**src/rtl/countdown_timer_32_pkg.sv**
```systemverilog
// Shared definitions for the countdown timer slice.
// State encodings and the default counter width.
package countdown_timer_32_pkg;

    localparam int CD_WIDTH = 32;

    typedef enum logic [1:0] {
        CD_IDLE = 2'd0,
        CD_RUN  = 2'd1,
        CD_DONE = 2'd2
    } cd_state_e;

endpackage

```
**src/rtl/countdown_timer_32_reg.sv**
```systemverilog
// reg_en_async: WIDTH-bit register, enable, async active-high clear.
// Ports: clk, clr, en, d[WIDTH], q[WIDTH].
module reg_en_async
    import countdown_timer_32_pkg::*;
#(
    parameter int WIDTH = CD_WIDTH
) (
    input  logic             clk,
    input  logic             clr,
    input  logic             en,
    input  logic [WIDTH-1:0] d,
    output logic [WIDTH-1:0] q
);

    always_ff @(posedge clk or posedge clr) begin
        if (clr) begin
            q <= '0;
        end else if (en) begin
            q <= d;
        end
    end

endmodule

```
**src/rtl/countdown_timer_32.sv**
```systemverilog
// countdown_timer_32: loadable down counter with pause/abort and a one-cycle done.
// Ports: clk, clr (async high), start, load_val, pause, abort -> count, ready, busy, done.
// Option: COUNTDOWN_AUTO_RELOAD_EN makes DONE re-enter RUN with the last load value.
module countdown_timer_32
    import countdown_timer_32_pkg::*;
#(
    parameter int WIDTH = CD_WIDTH
) (
    input  logic             clk,
    input  logic             clr,
    input  logic             start,
    input  logic [WIDTH-1:0] load_val,
    input  logic             pause,
    input  logic             abort,
    output logic [WIDTH-1:0] count,
    output logic             ready,
    output logic             busy,
    output logic             done
);

    logic [1:0]       state_q;
    logic [1:0]       state_d;
    logic [WIDTH-1:0] count_q;
    logic [WIDTH-1:0] count_d;
    cd_state_e        state;

    assign state = cd_state_e'(state_q);

`ifdef COUNTDOWN_AUTO_RELOAD_EN
    logic [WIDTH-1:0] reload_q;
    logic             reload_en;

    reg_en_async #(.WIDTH(WIDTH)) u_reload (
        .clk (clk),
        .clr (clr),
        .en  (reload_en),
        .d   (load_val),
        .q   (reload_q)
    );
`endif

    reg_en_async #(.WIDTH(2)) u_state (
        .clk (clk),
        .clr (clr),
        .en  (1'b1),
        .d   (state_d),
        .q   (state_q)
    );

    reg_en_async #(.WIDTH(WIDTH)) u_count (
        .clk (clk),
        .clr (clr),
        .en  (1'b1),
        .d   (count_d),
        .q   (count_q)
    );

    always_comb begin
        state_d = state_q;
        count_d = count_q;
`ifdef COUNTDOWN_AUTO_RELOAD_EN
        reload_en = 1'b0;
`endif
        unique case (state)
            CD_IDLE: begin
                if (abort) begin
                    count_d = '0;
                end else if (start) begin
                    if (load_val != '0) begin
                        count_d = load_val;
                        state_d = CD_RUN;
`ifdef COUNTDOWN_AUTO_RELOAD_EN
                        reload_en = 1'b1;
`endif
                    end else begin
                        count_d = '0;
                        state_d = CD_DONE;
                    end
                end
            end
            CD_RUN: begin
                if (abort) begin
                    count_d = '0;
                    state_d = CD_IDLE;
                end else if (!pause) begin
                    // Zero in RUN is unreachable; finish rather than wrap.
                    if (count_q != '0) begin
                        count_d = count_q - WIDTH'(1);
                    end
                    if (count_q <= WIDTH'(1)) begin
                        state_d = CD_DONE;
                    end
                end
            end
            CD_DONE: begin
                count_d = '0;
                state_d = CD_IDLE;
`ifdef COUNTDOWN_AUTO_RELOAD_EN
                if (!abort && reload_q != '0) begin
                    count_d = reload_q;
                    state_d = CD_RUN;
                end
`endif
            end
            default: begin
                count_d = '0;
                state_d = CD_IDLE;
            end
        endcase
    end

    assign count = count_q;
    assign ready = (state == CD_IDLE);
    assign busy  = (state == CD_RUN);
    assign done  = (state == CD_DONE);

endmodule

```
**config.mk**
```make
export PLATFORM = sky130hd
export DESIGN_NAME = countdown_timer_32
export DESIGN_NICKNAME = d
export VERILOG_FILES = /design/src/rtl/countdown_timer_32_pkg.sv /design/src/rtl/countdown_timer_32_reg.sv /design/src/rtl/countdown_timer_32.sv
export SDC_FILE = /design/constraint.sdc
export NUM_CORES = 1
export LEC_CHECK = 0
export ABC_AREA = 1
export ABC_CLOCK_PERIOD_IN_PS = 2100
export CAP_MARGIN = 20
export CORE_MARGIN = 10
export CORE_UTILIZATION = 50
export DETAILED_ROUTE_END_ITERATION = 6
export PLACE_DENSITY = 0.83
export SLEW_MARGIN = 20
export SYNTH_ARGS = -nofsm -noshare
export SYNTH_HDL_FRONTEND = slang
export SYNTH_SLANG_ARGS = --single-unit
```
**constraint.sdc**
```tcl
create_clock -name clk -period 2.1 [get_ports clk]
set_input_delay 0.315 -clock clk [delete_from_list [all_inputs] [get_ports clk]]
set_output_delay 0.315 -clock clk [all_outputs]
set_load 0.02 [all_outputs]
```
==> impl_metrics.py <==
metrics = {
    "status": {
        "status": "finished, final reports clean",
    },
    "sta": {
        "worst_pin_slew_ns": 0.446,
        "setup_ws_ns": 0.163,
        "holdWs_ns": 0.446,
        "setup_viol": 0,
        "max_slew_margin_pct": 70.3,
        "fin_tns_setup_ns": 0,
        "fin_crit_sh_pct": 92.2,
        "hold_violations": 0,
        "slew_viol_final": 0,
        "skew_ns": 0.00787,
        "fin_crit_ns": 1.94,
        "rsz0062_at_grt": "false",
        "max_freq_ghz": 0.516,
    },
    "logic_synthesis": {
        "synthArstFlopShare_pct": 100,
        "postSynthCellCount": 473,
        "ys_types": 29,
        "synth_edf_count": 0,
        "seq_area_frac_synth_pct": 30.3,
        "synth.cell_area_mm2": 0.00281,
        "ys.flop_type": "dfrtp_1",
        "ys_seq_elements": 34,
        "ys.warnings.count": 0,
        "syn-num-nets": 512,
        "avgSynthCellArea_um2": 5.94,
    },
    "setup_path": {
        "critPathRequiredTime_ns": 2.27,
        "worstPathCellList": "inv_1 > ha_2 > nand2_4 > nor2_8 > nand2_2 > nor2_1 > nand2_1 > nand3_2 > buf_6 > nor2_1 > nand2_1 > nand2_1",
        "r2r_end": "u_count.q[30]$_DFFE_PP0P_",
        "rr_worst_depth": 12,
        "cp.arrival_ns": 2.11,
        "cpMostUsedCell": "nand2_1",
        "slowest_stage": "dfrtp_1",
        "reg2reg_slack_ns": 0.16,
        "critical_path_class": "register to register",
        "rr_startpoint": "u_count.q[0]$_DFFE_PP0P_",
        "cp-start-kind": "register",
        "critPathCaptureType": "register",
        "crit_path_max_fanout": 21,
        "max_stage_delay_ns": 0.42,
    },
    "clock_tree": {
        "cts_tree": "yes",
        "cts_max_level": 2,
        "cts.path.max_buffers": 2,
        "root_buffer": "clkbuf_8",
        "cts_made_buffers": 5,
        "clock_latency_ns": 0.29,
        "clkSinkCount": 34,
        "path_clk_slew_ns": 0.07,
    },
    "drt": {
        "drt_iter0_drc": 231,
        "wl_met3_um": 707,
        "postRouteAntennaNets": 0,
        "wl_met1_mm": 3.85,
        "top_layer": "met4",
        "wl_mm": 8.95,
        "dr.pass1.iters": 6,
        "met2_length_mm": 4.20,
        "drc_errors": 0,
        "vias": 3319,
        "vias_per_cell": 5.36,
        "wl_per_cell_um": 14.5,
    },
    "die": {
        "ios": 72,
        "die_y_um": 94.9,
        "die_w_um": 94.9,
        "rows": 27,
        "core_area_mm2": 0.00547,
        "start_util_pct": 51.3,
        "dieArea_mm2": 0.00901,
    },
    "placement": {
        "pre_cts_slack_ns": 0.107,
        "hpwl_mm": 7.00,
        "place.gp.congestion": 0.939,
        "post-place-cells": 613,
        "placed_area_mm2": 0.00361,
        "numPortBuffers": 71,
    },
    "grt": {
        "gr-total-overflow": 0,
        "grt_max_degree": 35,
        "track_usage_pct": 20.3,
        "grt_pass1_vias": 3166,
        "antenna_found_initial": 0,
        "grt_pass1_wl_mm": 15.0,
    },
    "finish": {
        "area_growth_pct": 31.7,
        "diodes": 0,
        "regArea_um2": 851,
        "finish.instance_area_mm2": 0.00370,
        "fill_cells": 540,
        "finalNetCount": 587,
        "drive_gt1_share_pct": 6.95,
        "finalNonFillerCells": 619,
        "multi_input_area_mm2": 0.00176,
    },
    "pwr": {
        "power_density_mw_per_mm2": 1560,
        "peakVddDrop_mv": 0.958,
        "p_leak_nw": 1.80,
    },
    "min_path": {
        "hp-class": "primary input to asynchronous set/reset pin",
    },
    "run": {
        "drv_cap": 0,
    },
}
[power by group]
part	internal, mW	switching [mW]
logic	1.46	2.44
clock network	0.253	0.235
registers	0.927	0.447
[how the worst max path moves through the flow]
stage,cells after the start,to,start
CTS,11,u_count.q[11]$_DFFE_PP0P_,u_count.q[0]$_DFFE_PP0P_
floorplan,12,u_count.q[9]$_DFFE_PP0P_,u_count.q[0]$_DFFE_PP0P_
finish,12,u_count.q[30]$_DFFE_PP0P_,u_count.q[0]$_DFFE_PP0P_
detailed placement,11,u_count.q[11]$_DFFE_PP0P_,u_count.q[0]$_DFFE_PP0P_
global route,12,u_count.q[30]$_DFFE_PP0P_,u_count.q[0]$_DFFE_PP0P_
global placement,11,u_count.q[11]$_DFFE_PP0P_,u_count.q[1]$_DFFE_PP0P_
[registers in the layout, indices dropped and copies added (netlist names)]
name and cells:
u_count.q 32, u_state.q 2
[layout by cell type (no fill, tap or decap), drive strengths merged, types with 8 or more instances in the layout]
cell / n
a21oi: 8
buf: 11
clkdlybuf4s50: 71
dfrtp: 34
inv: 31
nand2: 185
nand3: 51
nor2: 98
o21ai: 26
o21bai: 9
[layer usage]
metal | global-route usage, % | vias to the layer above
met2 | 34.1 | 134
met3 | 5.08 | 20
met1 | 24.9 | 1505
li1 | - | 1660
met5 | 0 | -
met4 | 6.11 | 0
[synthesized netlist by cell type, types with 2 or more instances]
library cell  instances  area (µm²)
nand2_1             180         676
o21ai_1               3        15.0
ha_1                  2        25.0
o21bai_1              9        67.6
xor2_1                2        17.5
clkbuf_1              8        30.0
nand2_2               4        25.0
nor2_1               92         345
inv_2                 3        11.3
buf_6                 3        33.8
nand4_1               5        31.3
o21ai_0              20         100
o21ai_2               3        26.3
a21oi_1               8        40.0
inv_1                28         105
buf_4                 3        22.5
nand3_1              50         250
nor2_2                4        25.0
dfrtp_1              34         851
a31oi_1               3        18.8
[cell families after synthesis]
family,Yosys count,synth area share [%]
fa+ha+maj,2,0.891
simple gates,340,50.3
compound gates,49,10.4
xor+xnor,3,0.936
flops,34,30.3
buf+inv,45,7.22
[stage by stage]
stage	power, mW	utilization (%)
floorplan	3.85	-
CTS	5.73	67.4
detailed placement	5.23	65.9
finish	5.77	67.6
global route	6.32	67.6
global placement	5.17	65.9
[critical path: cells and delay by family, from the launching register on]
kind / cells / cell delay (ns)
AND/OR/NAND/NOR: 9 / 0.83
flip-flops: 1 / 0.42
buffers and inverters: 2 / 0.32
adder cells (fa/ha/maj): 1 / 0.24
[cell type report]
cell class	count	area share, %
multi-input combinational	394	47.6
timing repair buffer	82	21.5
tap	72	2.44
inverter	31	3.21
sequential	34	23.0
clock buffer	6	2.23
[repair_timing]
action / CTS / global route
endpoints found under the setup margin: 0 / 32
hold buffers: 0 / 0
resized for setup: 0 / 4
setup buffers: 0 / 0
(Power assumes the default switching activity.)
